## src/rtl/ppu_pkg.sv

```systemverilog
// Shared constants and types for the PPU framebuffer writer.
package ppu_pkg;

    localparam int LCD_W           = 160;
    localparam int LCD_H           = 144;
    localparam int FB_WORDS        = LCD_W * LCD_H / 4;
    localparam int DEF_FIFO_DEPTH  = 8;
    localparam int WORD_AW         = 13;

    typedef logic [1:0] shade_t;

    // One pending framebuffer write: target bank, word index and packed shades.
    typedef struct packed {
        logic               bank;
        logic [WORD_AW-1:0] addr;
        logic [7:0]         data;
    } fb_entry_t;

    // Palette lookup: shade = pal[2*idx+1 -: 2].
    function automatic shade_t pal_map(input logic [7:0] pal, input logic [1:0] idx);
        shade_t s;
        case (idx)
            2'd0:    s = pal[1:0];
            2'd1:    s = pal[3:2];
            2'd2:    s = pal[5:4];
            default: s = pal[7:6];
        endcase
        return s;
    endfunction

endpackage

```

## src/rtl/ppu_fb_writer_if.sv

```systemverilog
// Ready/valid write port from the framebuffer writer into framebuffer memory.
interface ppu_fb_writer_if;
    logic [13:0] fb_addr;
    logic [7:0]  fb_data;
    logic        fb_we;
    logic        fb_ready;

    modport master (
        output fb_addr,
        output fb_data,
        output fb_we,
        input  fb_ready
    );

    modport slave (
        input  fb_addr,
        input  fb_data,
        input  fb_we,
        output fb_ready
    );
endinterface

```

## src/rtl/ppu_fb_writer_fifo.sv

```systemverilog
// Small synchronous word FIFO; extra MSB on each pointer distinguishes full from empty.
// The head is read combinationally so a word pushed this cycle is visible next cycle.
module fb_word_fifo
    import ppu_pkg::*;
#(
    parameter int DEPTH = DEF_FIFO_DEPTH
) (
    input  logic      clk,
    input  logic      rst,
    input  logic      push,
    input  fb_entry_t din,
    input  logic      pop,
    output fb_entry_t dout,
    output logic      full,
    output logic      empty
);

    localparam int AW = $clog2(DEPTH);

    fb_entry_t   mem [DEPTH];
    logic [AW:0] wr_ptr_q, wr_ptr_d;
    logic [AW:0] rd_ptr_q, rd_ptr_d;
    logic        do_push;
    logic        do_pop;

    // Status flags and pointer advance; a push while full is accepted only if a pop frees the slot.
    always_comb begin
        empty    = (wr_ptr_q == rd_ptr_q);
        full     = (wr_ptr_q[AW] != rd_ptr_q[AW]) && (wr_ptr_q[AW-1:0] == rd_ptr_q[AW-1:0]);
        do_pop   = pop && !empty;
        do_push  = push && (!full || do_pop);
        wr_ptr_d = wr_ptr_q;
        rd_ptr_d = rd_ptr_q;
        if (do_push) begin
            wr_ptr_d = wr_ptr_q + 1'b1;
        end
        if (do_pop) begin
            rd_ptr_d = rd_ptr_q + 1'b1;
        end
    end

    // Pointer registers; reset empties the FIFO and drops its contents.
    always_ff @(posedge clk) begin
        if (rst) begin
            wr_ptr_q <= '0;
            rd_ptr_q <= '0;
        end else begin
            wr_ptr_q <= wr_ptr_d;
            rd_ptr_q <= rd_ptr_d;
        end
    end

    // Storage write; contents need no reset since the pointers gate visibility.
    always_ff @(posedge clk) begin
        if (do_push) begin
            mem[wr_ptr_q[AW-1:0]] <= din;
        end
    end

    assign dout = mem[rd_ptr_q[AW-1:0]];

endmodule

```

## src/rtl/ppu_fb_writer.sv

```systemverilog
// PPU framebuffer writer: palette-maps the pixel stream, packs 4 shades per byte
// and streams words into a double-buffered framebuffer through a word FIFO.
module ppu_fb_writer
    import ppu_pkg::*;
#(
    parameter int FIFO_DEPTH = DEF_FIFO_DEPTH
) (
    input  logic                   clk,
    input  logic                   rst,
    input  logic [1:0]             px_in,
    input  logic                   px_valid,
    input  logic                   vblank,
    input  logic [7:0]             bgp,
    ppu_fb_writer_if.master        fb,
    output logic                   fb_bank,
    output logic                   frame_done,
    output logic                   overflow,
    output logic                   overrun
);

    localparam logic [7:0] X_LAST = 8'(LCD_W - 1);
    localparam logic [7:0] Y_LAST = 8'(LCD_H - 1);

    logic               vblank_q;
    logic               vblank_edge;
    logic [7:0]         x_q, x_d;
    logic [7:0]         y_q, y_d;
    logic [WORD_AW-1:0] word_addr_q, word_addr_d;
    logic [1:0]         pack_cnt_q, pack_cnt_d;
    logic [5:0]         pack_q, pack_d;
    logic               push_q, push_d;
    fb_entry_t          entry_q, entry_d;
    logic               bank_q, bank_d;
    logic               closed_q, closed_d;
    logic               frame_complete_q, frame_complete_d;
    logic               frame_done_q, frame_done_d;
    logic               overflow_q, overflow_d;
    logic               overrun_q, overrun_d;
    shade_t             shade;

    fb_entry_t          fifo_head;
    logic               fifo_full;
    logic               fifo_empty;
    logic               fifo_pop;

    fb_word_fifo #(
        .DEPTH (FIFO_DEPTH)
    ) u_fifo (
        .clk   (clk),
        .rst   (rst),
        .push  (push_q),
        .din   (entry_q),
        .pop   (fifo_pop),
        .dout  (fifo_head),
        .full  (fifo_full),
        .empty (fifo_empty)
    );

    // Write port: valid whenever the FIFO holds a word; outputs idle at zero when empty.
    assign fb.fb_we   = !fifo_empty;
    assign fb.fb_addr = fifo_empty ? 14'h0000 : {fifo_head.bank, fifo_head.addr};
    assign fb.fb_data = fifo_empty ? 8'h00 : fifo_head.data;
    assign fifo_pop   = !fifo_empty && fb.fb_ready;

    assign fb_bank    = bank_q;
    assign frame_done = frame_done_q;
    assign overflow   = overflow_q;
    assign overrun    = overrun_q;

    // Frame control and pixel accept: the vblank edge is applied first so a pixel
    // arriving in the edge cycle lands at (0,0) of the new frame.
    always_comb begin
        vblank_edge      = vblank && !vblank_q;
        x_d              = x_q;
        y_d              = y_q;
        word_addr_d      = word_addr_q;
        pack_cnt_d       = pack_cnt_q;
        pack_d           = pack_q;
        push_d           = 1'b0;
        entry_d          = entry_q;
        bank_d           = bank_q;
        closed_d         = closed_q;
        frame_complete_d = frame_complete_q;
        frame_done_d     = 1'b0;
        overflow_d       = overflow_q;
        overrun_d        = overrun_q;
        shade            = pal_map(bgp, px_in);

        if (vblank_edge) begin
            x_d         = '0;
            y_d         = '0;
            word_addr_d = '0;
            pack_cnt_d  = '0;
            pack_d      = '0;
            closed_d    = 1'b0;
            if (frame_complete_q) begin
                bank_d           = !bank_q;
                frame_complete_d = 1'b0;
            end
        end else if (closed_q && fifo_empty && !push_q && !frame_complete_q) begin
            // Last word of the closed frame has left the FIFO.
            frame_done_d     = 1'b1;
            frame_complete_d = 1'b1;
        end

        if (px_valid) begin
            if (closed_d) begin
                overrun_d = 1'b1;
            end else begin
                if (pack_cnt_d == 2'd3) begin
                    push_d       = 1'b1;
                    entry_d.bank = bank_d;
                    entry_d.addr = word_addr_d;
                    entry_d.data = {pack_d, shade};
                    word_addr_d  = word_addr_d + 1'b1;
                    pack_cnt_d   = 2'd0;
                    pack_d       = '0;
                end else begin
                    pack_d     = {pack_d[3:0], shade};
                    pack_cnt_d = pack_cnt_d + 1'b1;
                end
                if (x_d == X_LAST) begin
                    x_d = '0;
                    if (y_d == Y_LAST) begin
                        y_d      = '0;
                        closed_d = 1'b1;
                    end else begin
                        y_d = y_d + 1'b1;
                    end
                end else begin
                    x_d = x_d + 1'b1;
                end
            end
        end

        // A word pushed into a full FIFO with no pop is lost.
        if (push_q && fifo_full && !fifo_pop) begin
            overflow_d = 1'b1;
        end
    end

    // State registers with synchronous reset.
    always_ff @(posedge clk) begin
        if (rst) begin
            vblank_q         <= 1'b0;
            x_q              <= '0;
            y_q              <= '0;
            word_addr_q      <= '0;
            pack_cnt_q       <= '0;
            pack_q           <= '0;
            push_q           <= 1'b0;
            entry_q          <= '0;
            bank_q           <= 1'b0;
            closed_q         <= 1'b0;
            frame_complete_q <= 1'b0;
            frame_done_q     <= 1'b0;
            overflow_q       <= 1'b0;
            overrun_q        <= 1'b0;
        end else begin
            vblank_q         <= vblank;
            x_q              <= x_d;
            y_q              <= y_d;
            word_addr_q      <= word_addr_d;
            pack_cnt_q       <= pack_cnt_d;
            pack_q           <= pack_d;
            push_q           <= push_d;
            entry_q          <= entry_d;
            bank_q           <= bank_d;
            closed_q         <= closed_d;
            frame_complete_q <= frame_complete_d;
            frame_done_q     <= frame_done_d;
            overflow_q       <= overflow_d;
            overrun_q        <= overrun_d;
        end
    end

endmodule
```

## src/flat_wrapper.sv

```systemverilog
// flat-port wrapper written by rule: the top's interface ports become plain ports
module ppu_fb_writer_flat import ppu_pkg::*;
#(
    parameter int FIFO_DEPTH = DEF_FIFO_DEPTH
)
  (clk, rst, px_in, px_valid, vblank, bgp, fb_bank, frame_done, overflow, overrun, fb_fb_addr, fb_fb_data, fb_fb_we, fb_fb_ready);
  ppu_fb_writer_if fb_i ();
  input  logic clk;
  input  logic rst;
  input  logic [1:0] px_in;
  input  logic px_valid;
  input  logic vblank;
  input  logic [7:0] bgp;
  output logic fb_bank;
  output logic frame_done;
  output logic overflow;
  output logic overrun;
  output wire logic [$bits(fb_i.fb_addr)-1:0] fb_fb_addr;
  output wire logic [$bits(fb_i.fb_data)-1:0] fb_fb_data;
  output wire logic [$bits(fb_i.fb_we)-1:0] fb_fb_we;
  input wire logic [$bits(fb_i.fb_ready)-1:0] fb_fb_ready;
  assign fb_fb_addr = fb_i.fb_addr;
  assign fb_fb_data = fb_i.fb_data;
  assign fb_fb_we = fb_i.fb_we;
  assign fb_i.fb_ready = fb_fb_ready;
  ppu_fb_writer #(.FIFO_DEPTH(FIFO_DEPTH)) u_core (.clk(clk), .rst(rst), .px_in(px_in), .px_valid(px_valid), .vblank(vblank), .bgp(bgp), .fb(fb_i), .fb_bank(fb_bank), .frame_done(frame_done), .overflow(overflow), .overrun(overrun));
endmodule
```

## config.mk

```make
export PLATFORM = sky130hd
export DESIGN_NAME = ppu_fb_writer_flat
export DESIGN_NICKNAME = d
export VERILOG_FILES = /design/src/rtl/ppu_pkg.sv /design/src/rtl/ppu_fb_writer_if.sv /design/src/rtl/ppu_fb_writer_fifo.sv /design/src/rtl/ppu_fb_writer.sv /design/src/flat_wrapper.sv
export SDC_FILE = /design/constraint.sdc
export NUM_CORES = 1
export LEC_CHECK = 0
export BUFFER_PORTS_ARGS = -buffer_cell sky130_fd_sc_hd__clkbuf_2
export CAP_MARGIN = 20
export CORE_MARGIN = 4
export CORE_UTILIZATION = 45
export CTS_CLUSTER_DIAMETER = 50
export DETAILED_ROUTE_END_ITERATION = 12
export PLACE_DENSITY = 0.57
export SLEW_MARGIN = 20
export SYNTH_ARGS = -nofsm -noshare
export SYNTH_HDL_FRONTEND = slang
export SYNTH_SLANG_ARGS = --single-unit
```

## constraint.sdc

```tcl
create_clock -name clk -period 9.48 [get_ports clk]
set_input_delay 2.844 -clock clk [delete_from_list [all_inputs] [get_ports clk]]
set_output_delay 2.844 -clock clk [all_outputs]
set_load 0.01 [all_outputs]
```

==> results of run 1 <==
## worst paths after layout
check                          start                       to  slack, ns  depth (start not counted)
max                             flop            fb_fb_data[7]       4.03                          5
min          u_core.frame_complete_q  u_core.frame_complete_q       0.47                          2
max reg2reg          u_core.vblank_q            u_core.y_q[6]       6.41                          8
min reg2reg  u_core.frame_complete_q  u_core.frame_complete_q       0.47                          2
## area by class of cell
cell class              count  area [um2]
clock inverters            10       68.82
flip-flops and latches    254        6849
multi-input cells         395        3263
well taps                 285       356.6
clock buffers              39       783.3
inverters                  15       56.30
fillers                  1902       10880
repair buffers             55       310.3
## cell families after synthesis
logic type	Yosys count
compound gates	101
xor+xnor	11
fa+ha+maj	6
buf+inv	58
flops	254
mux	75
simple gates	202
## worst max-delay path, delay by kind of cell (launching register included)
family	cells	cell delay, ns
buf+inv	2	0.81
mux	2	0.80
flops	1	0.31
simple gates	1	0.08
## power by group
part	internal, W	total (W)	switching, W	leakage (nW)
clock	0.000577	0.000990	0.000413	0.418
combinational	0.00000955	0.0000297	0.0000201	1.01
sequential	0.00117	0.00117	0.00000161	2.22
## synth_stat cells, drive strengths merged (3+ instances only)
cell,n
nand2b,6
a211oi,5
dfxtp,78
xor2,7
nand4,9
a22oi,9
nor2b,6
xnor2,4
o31ai,5
o211ai,4
a21oi,47
o21ai,13
nor4,9
or3,10
ha,6
a2111oi,4
or4,9
mux4,46
clkbuf,29
and2,11
buf,14
o311ai,3
nor3,6
inv,14
edfxtp,176
mux2,4
nor2,52
mux2i,25
nand3,23
nand2,51
## sequential cells by signal, indices dropped and copies added, names as in the netlist, 2 cells and up, named ones only
name                    flops
u_core.pack_q               6
u_core.u_fifo.wr_ptr_q      4
u_core.pack_cnt_q           2
u_core.x_q                  8
u_core.u_fifo.mem         176
u_core.word_addr_q         13
u_core.y_q                  8
u_core.entry_q             22
u_core.u_fifo.rd_ptr_q      4
## per-stage QoR
step | std cells | setup WS (ns) | instance area [um2] | utilization | total power, W
2_1_floorplan | 707 | 3.811 | 10280 | - | 0.001218
3_3_place_gp | 1004 | 4.031 | 10820 | 0.4794 | 0.001227
3_5_place_dp | 1004 | 3.925 | 10830 | 0.4797 | 0.001228
4_1_cts | 1053 | 3.945 | 11680 | 0.5175 | 0.002220
5_1_grt | 1053 | 3.809 | 11690 | 0.5178 | 0.002272
6_report | 1053 | 4.032 | 11690 | 0.5178 | 0.002194
## metal layers
layer,track usage,part of all wire,vias up
met1,0.2199,0.44,3001
met4,0.03984,0.017,0
met5,0,0,-
met2,0.2860,0.50,124
li1,-,-,2807
met3,0.02615,0.040,29
==> reports/metrics.csv, run 1 <==
metric,value,unit
Slew Limit Headroom,0.3637,
FP Rows,55,
Critical Path End Type,output port,
post-CTS resize count,0,
max-slew violation count,0,
total die area,0.02532,mm2
per-cell routed wire length,20.06,um
"commonest cells after routing, fill and taps aside","176 x edfxtp_1, 76 x dfxtp_1, 52 x nor2_1",
crit path DAT,2.60,ns
Hold Fails Final Rpt,0,
Mapped Nets,728,
startpoint types,flop,
Die X,159.1,um
Die Y,159.1,um
Starting Density,0.4554,
setup TNS,0,ns
period utilisation layout,0.5746,
synthesis-stage register bit count,254,
HPWL Detailed,12230,um
TritonCTS clock tree,built,
vias in the first global route,6041,
Vias,5961,
Post-CTS Repair Setup Buffers,0,
Port-buffer cells,41,
"commonest non-fill, non-tap cell in the layout",edfxtp_1,
f_max,183.6,MHz
fin crit period,5.448,ns
Worst-Skew Late Latency,0.53,ns
Worst-path clk slew,0.06,ns
cells after synthesis,707,
Avg Vias per Cell,5.661,
largest net degree at the start of global routing,66,
multiplexer share of the synthesized area,0.1295,
hold crit path type,flop to flop,
Yosys Warn Count,0,
"Max FO, Critical Path",44,
cts-stage hold buffer count,0,
WHS,0.4678,ns
outcome,completed,
"slowest stage delay, CP",0.67,ns
synth-to-layout area growth,13.71,%
GP Congestion,0.7795,
compound-gate portion of the synthesized area,0.06415,
antenna violations before repair,0,
GRT Util Overall,0.1649,
WP data required,6.64,ns
Iter 0 DRT Violations,396,
Max Cap Violations,0,
worst path cell trace,buf_4 > mux4_2 > mux2i_1 > nor2_1 > clkbuf_2,
Root Driver,clkbuf_16,
DR pass1 iterations,4,
DRC viols,0,
Async SR Flop Fraction,0,
CTS max path bufs,3,
share of the synthesized area in the top cell type,0.5142,
Post-Synth Adder-Cell Area,0.007304,
Post-Synth XOR/XNOR Area,0.009373,
Pleak,3.648,nW
IO Pins,42,
final setup vio count,0,
global-route wire length before repair,33600,um
worst vdd ir,0.1259,mV
Clock Sink Count,254,
Synth cell types,58,
synthesized area,0.01028,mm2
CP max-delay cell,buf_4,
unrepaired setup endpoints after global routing,no,
TritonCTS buffer count,28,
Antenna diodes,0,
Routed WL,21120,um
fin nets,770,
worst clock skew,0.01880,ns
Power Dens Cells,187.7,mW/mm2
Post-synth EDFFs,176,
CTS H-Tree Depth,1,
largest family of logic cells by synthesized area,multiplexers,
dominant cells by area after synthesis,"edfxtp_1 51%, dfxtp_1 15%, mux4_2 10%",
Slew @ Worst Pin,0.9457,ns
core area,0.02257,mm2
simple-gate share of the synthesized area,0.1008,
sequential cell area fraction in the yosys report,0.6661,
Congestion Overflow GR,0,
Avg Inst Size Synth,14.54,um2
layout cells sized above 1,0.2148,
post-route antenna net violation count,0,
worst setup path class,flop to output port,
most frequently used flop master after synthesis,edfxtp_1,
Synth area leader,edfxtp_1,
Note: power is estimated with default switching activity, not from simulation.
==> inputs of run 2 (changes only) <==
--- a/config.mk
+++ b/config.mk
@@ -11,7 +11,7 @@
 export CORE_UTILIZATION = 45
 export CTS_CLUSTER_DIAMETER = 50
 export DETAILED_ROUTE_END_ITERATION = 12
-export PLACE_DENSITY = 0.57
+export PLACE_DENSITY = 0.6
 export SLEW_MARGIN = 20
 export SYNTH_ARGS = -nofsm -noshare
 export SYNTH_HDL_FRONTEND = slang
==> constraint.sdc (replaced) <==
create_clock -name clk -period 4.9 [get_ports clk]
set_input_delay 1.47 -clock clk [delete_from_list [all_inputs] [get_ports clk]]
set_output_delay 1.47 -clock clk [all_outputs]
set_load 0.01 [all_outputs]
==> run 2 against run 1 <==
  * Clock skew grew 0.0015 ns
  * Global-route usage decreased by 0.28 points
  * Design area up 1.1%
  * Non-clock buffer count grew 3
  * Clock power rose by 110%
  * Wire length is 1.5% lower
  * Critical endpoint is now fb_fb_addr[0]
==> reports/metrics.csv, run 2 (synthesized netlist as in run 1, its figures left out) <==
metric,value,unit,change
HPWL Detailed,12420,um,+1.6%
Hold Fails Final Rpt,0,,unchanged
synth-to-layout area growth,14.95,%,
fin crit period,3.944,ns,
Die X,159.1,um,unchanged
startpoint types,flop,,
total die area,0.02532,mm2,unchanged
WP data required,3.43,ns,-3.21 ns
Worst-path clk slew,0.06,ns,about the same
core area,0.02257,mm2,unchanged
GRT Util Overall,0.1622,,-0.002766
Antenna diodes,0,,unchanged
cts-stage hold buffer count,0,,unchanged
unrepaired setup endpoints after global routing,no,,
GP Congestion,0.8385,,+7.6%
Worst-Skew Late Latency,0.54,ns,about the same
Power Dens Cells,376.7,mW/mm2,+100%
Congestion Overflow GR,0,,unchanged
max-slew violation count,0,,unchanged
final setup vio count,0,,unchanged
largest net degree at the start of global routing,39,,-41%
global-route wire length before repair,33530,um,-0.23%
antenna violations before repair,0,,unchanged
Root Driver,clkbuf_16,,
hold crit path type,flop to flop,,
layout cells sized above 1,0.2224,,+0.007521
Port-buffer cells,41,,unchanged
WHS,0.4677,ns,-0.0001520 ns
TritonCTS buffer count,30,,+7.1%
per-cell routed wire length,19.58,um,-2.4%
"commonest non-fill, non-tap cell in the layout",edfxtp_1,,
Clock Sink Count,254,,unchanged
f_max,253.5,MHz,
FP Rows,55,,unchanged
worst clock skew,0.02035,ns,+0.001550 ns
Die Y,159.1,um,unchanged
outcome,completed,,
crit path DAT,2.47,ns,-0.13 ns
post-route antenna net violation count,0,,unchanged
period utilisation layout,0.8050,,
worst vdd ir,0.3191,mV,+150%
Slew Limit Headroom,0.3739,,+0.01019
fin nets,775,,+0.65%
Pleak,3.714,nW,+1.8%
flip-flop count of the largest register after layout,176,,unchanged
Vias,5998,,+0.62%
DRC viols,0,,unchanged
IO Pins,42,,unchanged
Slew @ Worst Pin,0.9306,ns,-0.01515 ns
setup TNS,0,ns,unchanged
"Max FO, Critical Path",22,,-50%
post-CTS resize count,0,,unchanged
DR pass1 iterations,4,,unchanged
CTS H-Tree Depth,1,,unchanged
vias in the first global route,6131,,+1.5%
Avg Vias per Cell,5.643,,-0.33%
TritonCTS clock tree,built,,
Iter 0 DRT Violations,383,,-3.3%
Max Cap Violations,0,,unchanged
Routed WL,20810,um,-1.5%
Post-CTS Repair Setup Buffers,0,,unchanged
"commonest cells after routing, fill and taps aside","176 x edfxtp_1, 76 x dfxtp_1, 52 x nor2_1",,
Starting Density,0.4554,,unchanged
CTS max path bufs,3,,unchanged
Critical Path End Type,output port,,
worst setup path class,flop to output port,,
## run 2: metal layers
| metal | up-vias | track usage | wire length, um |
|---|---|---|---|
| met2 | 149 | 0.2717 | 10180 |
| met3 | 24 | 0.02718 | 1075 |
| met5 | - | 0 | 0 |
| met1 | 3003 | 0.2211 | 9160 |
| met4 | 0 | 0.04536 | 397 |
| li1 | 2822 | - | - |
## run 2: cell type report
class	instances	area, um2
fill	1884	10760
sequential	254	6849
multi-input combinational	395	3256
clock buffer	40	809.5
tap	285	356.6
timing repair buffer	58	332.8
clock inverter	16	155.1
inverter	15	56.30
## run 2: path summary, 6_finish.rpt
path,from,end,cells after the start,slack (ns)
worst max register to register,u_core.vblank_q,u_core.y_q[6],7,2.33
worst min register to register,u_core.frame_complete_q,u_core.frame_done,1,0.47
worst min-delay path,u_core.frame_complete_q,u_core.frame_done,1,0.47
worst max-delay path,flop,fb_fb_addr[0],5,0.96
## run 2: where the power goes
| part | switching [W] | leakage, nW | total (W) | internal, W |
|---|---|---|---|---|
| combinational | 0.0000390 | 1.03 | 0.0000581 | 0.0000191 |
| clock | 0.000844 | 0.470 | 0.00212 | 0.00128 |
| sequential | 0.00000348 | 2.22 | 0.00227 | 0.00227 |
## run 2: metrics by stage
step / instance area (um2) / cells / total power [W] / setup slack, ns / utilization
finish: 11820 / 1063 / 0.004451 / 0.9555 / 0.5234
CTS: 11810 / 1063 / 0.004506 / 0.8697 / 0.5231
detailed placement: 10840 / 1007 / 0.002377 / 1.196 / 0.4804
floorplan: 10280 / 707 / 0.002357 / 0.6053 / -
global placement: 10840 / 1007 / 0.002375 / 1.261 / 0.4804
global route: 11820 / 1063 / 0.004611 / 0.7264 / 0.5234
## run 2: critical path, stage by stage (launching register included)
cell and delay, ns:
dfxtp_2 0.49, buf_4 0.46, mux4_2 0.57, mux2i_1 0.19, nor2_1 0.07, clkbuf_2 0.14
==> inputs of run 3 (changes only) <==
--- a/config.mk
+++ b/config.mk
@@ -5,6 +5,7 @@
 export SDC_FILE = /design/constraint.sdc
 export NUM_CORES = 1
 export LEC_CHECK = 0
+export ABC_AREA = 1
 export BUFFER_PORTS_ARGS = -buffer_cell sky130_fd_sc_hd__clkbuf_2
 export CAP_MARGIN = 20
 export CORE_MARGIN = 4
==> constraint.sdc (replaced) <==
create_clock -name clk -period 3.55 [get_ports clk]
set_input_delay 1.065 -clock clk [delete_from_list [all_inputs] [get_ports clk]]
set_output_delay 1.065 -clock clk [all_outputs]
set_load 0.01 [all_outputs]
==> run 3 against run 2 <==
  * Design area up 1.6%
  * Sequential power increased by 39%
  * Register-to-register slack got worse by 0.95 ns
  * Power increased by 47%
  * Utilization increased by 0.35 points
  * Clock power up 41%
  * Sequential cell count unchanged
  * Worst setup slack got worse by 0.75 ns
  * Final cell count increased by 31%
  * Clock skew hardly changed
  * Synthesized area is 1.7% higher
  * Global-route usage is 0.61 points higher
  * Largest cell class unchanged
==> reports/metrics.csv, run 3 <==
metric,value,unit,change
"commonest cells after routing, fill and taps aside","254 x nor2_1, 176 x edfxtp_1, 106 x nand2_1",,
HPWL Detailed,12840,um,+3.3%
Yosys Warn Count,0,,unchanged
WP data required,2.48,ns,-0.95 ns
Congestion Overflow GR,0,,unchanged
Port-buffer cells,41,,unchanged
Max Cap Violations,0,,unchanged
GRT Util Overall,0.1683,,+0.006142
TritonCTS buffer count,28,,-6.7%
Synth area leader,edfxtp_1,,
GP Congestion,0.8073,,-3.7%
Routed WL,22050,um,+6.0%
Setup crit start,u_core.u_fifo.rd_ptr_q[3],,
synthesized area,0.01046,mm2,+1.7%
cells after synthesis,1014,,+43%
Worst-path clk slew,0.05,ns,about the same
max-slew violation count,0,,unchanged
worst vdd ir,0.3535,mV,+11%
final setup vio count,0,,unchanged
crit path DAT,2.28,ns,-0.19 ns
Post-CTS Repair Setup Buffers,0,,unchanged
dominant cells by area after synthesis,"edfxtp_1 51%, dfxtp_1 15%, nor2_1 9.4%",,
worst reg2reg path depth,8,,+1
fin nets,1074,,+39%
Worst R2R Start,u_core.u_fifo.wr_ptr_q[0],,
DRC viols,0,,unchanged
Clock Sink Count,254,,unchanged
Die Y,160.4,um,+0.82%
total power,0.006561,W,+47%
Worst-Skew Late Latency,0.55,ns,about the same
CTS H-Tree Depth,1,,unchanged
cts-stage hold buffer count,0,,unchanged
Slew @ Worst Pin,0.8361,ns,-0.09449 ns
worst setup path class,flop to output port,,
flip-flop count of the largest register after layout,176,,unchanged
startpoint types,flop,,
most frequent cell after synthesis,nor2_1,,
setup TNS,0,ns,unchanged
period utilisation layout,0.9426,,
vias in the first global route,6791,,+11%
Iter 0 DRT Violations,527,,+38%
outcome,completed,,
Vias,7106,,+18%
largest net degree at the start of global routing,89,,+130%
Power Dens Cells,546.6,mW/mm2,+45%
Reg area,0.006849,mm2,unchanged
synthesis-stage register bit count,254,,unchanged
TritonCTS clock tree,built,,
antenna violations before repair,0,,unchanged
layout cells sized above 1,0.1247,,-0.09771
fin crit period,3.346,ns,
per-cell routed wire length,15.89,um,-19%
Hold Fails Final Rpt,0,,unchanged
core area,0.02278,mm2,+0.91%
unrepaired setup endpoints after global routing,no,,
Async SR Flop Fraction,0,,unchanged
IO Pins,42,,unchanged
most frequently used flop master after synthesis,edfxtp_1,,
Avg Vias per Cell,5.120,,-9.3%
Pleak,4.434,nW,+19%
Antenna diodes,0,,unchanged
share of the synthesized area in the top cell type,0.5054,,-0.008737
Root Driver,clkbuf_16,,
post-CTS resize count,0,,unchanged
post-route antenna net violation count,0,,unchanged
Critical Path End Type,output port,,
"commonest non-fill, non-tap cell in the layout",nor2_1,,
f_max,298.8,MHz,
Multi-input gate area,0.003147,mm2,-3.3%
Mapped Nets,1035,,+42%
synth-to-layout area growth,14.80,%,
global-route wire length before repair,35560,um,+6.0%
"Max FO, Critical Path",23,,+4.5%
final core utilization,0.5270,,+0.003550
hold depth,2,,+1
worst clock skew,0.02068,ns,+0.0003336 ns
DR pass1 iterations,5,,+1
"top cells by count, synth","261 x nor2_1, 176 x edfxtp_1, 106 x nand2_1, 91 x o21ai_0, 78 x dfxtp_1",,
Filler cells,2034,,+8.0%
Avg Inst Size Synth,10.31,um2,-29%
Slew Limit Headroom,0.4420,,+0.06810
FP Rows,55,,unchanged
Starting Density,0.4590,,+0.003673
total die area,0.02574,mm2,+1.6%
Synth cell types,37,,-36%
Die X,160.4,um,+0.82%
CTS max path bufs,3,,unchanged
sequential cell area fraction in the yosys report,0.6548,,-0.01132
hold crit path type,flop to flop,,
min-delay src,u_core.overflow,,
Post-synth EDFFs,176,,unchanged
[run 3: cell types whose count changed after synthesis, sizes merged, moves of 7 or more]
cell | before | now
nor2 | 52 | 265
o21ai | 13 | 94
nand2 | 51 | 111
inv | 14 | 62
mux4 | 46 | 0
o32ai | 1 | 44
mux2i | 25 | 0
buf | 14 | 27
and2 | 11 | 0
or3 | 10 | 0
a22oi | 9 | 0
or4 | 9 | 0
nor3 | 6 | 13
[run 3: worst paths after layout]
check / end / slack [ns]
setup / recovery: fb_fb_data[7] / 0.20
hold / removal: u_core.overflow / 0.48
setup reg to reg: u_core.u_fifo.mem[0][0] / 1.38
hold reg to reg: u_core.overflow / 0.48
[run 3: power by group]
part           internal (W)  switching, W
clock network       0.00184       0.00114
logic              0.000146      0.000286
registers           0.00314    0.00000888
[run 3: through the flow]
stage	instances	instance area (um2)	setup WS [ns]	hold WS [ns]
final	1388	12000	0.2038	0.4809
after global routing	1388	12000	0.03767	0.5040
after CTS	1388	12000	0.1707	0.4762
after detailed placement	1336	11020	0.6107	0.4605
after global placement	1336	11020	0.6801	0.4510
after floorplan	1014	10460	0.6124	0.4489
[run 3: cell type report]
class | instances | share of cell area
repair buffers | 63 | 0.03294
flip-flops and latches | 254 | 0.5706
inverters | 63 | 0.01970
multi-input cells | 643 | 0.2621
well taps | 313 | 0.03262
clock inverters | 10 | 0.01334
clock buffers | 42 | 0.06869
[run 3: cells by family after synthesis]
family                     Yosys count  share of synthesized area
and+or+nand+nor                    431                     0.1692
DFF                                254                     0.6548
AOI/OAI and AO/OA                  192                     0.1097
buffers and inverters              117                    0.04738
xor gates and xnor gates            14                    0.01173
adders and majority gates            6                   0.007179
[run 3: layer usage]
metal,share of wire,global-route usage
met1,0.47,0.2304
met2,0.47,0.2817
met3,0.039,0.02592
met4,0.026,0.04537
met5,0,0
[run 3: worst max-delay path, cell delays in order, from the launching register on]
cell      delay [ns]
dfxtp_1         0.37
xor2_1          0.24
nor2_1          0.08
nand3_1         0.16
buf_4           0.33
o21ai_0         0.17
nor2_1          0.22
clkbuf_2        0.17
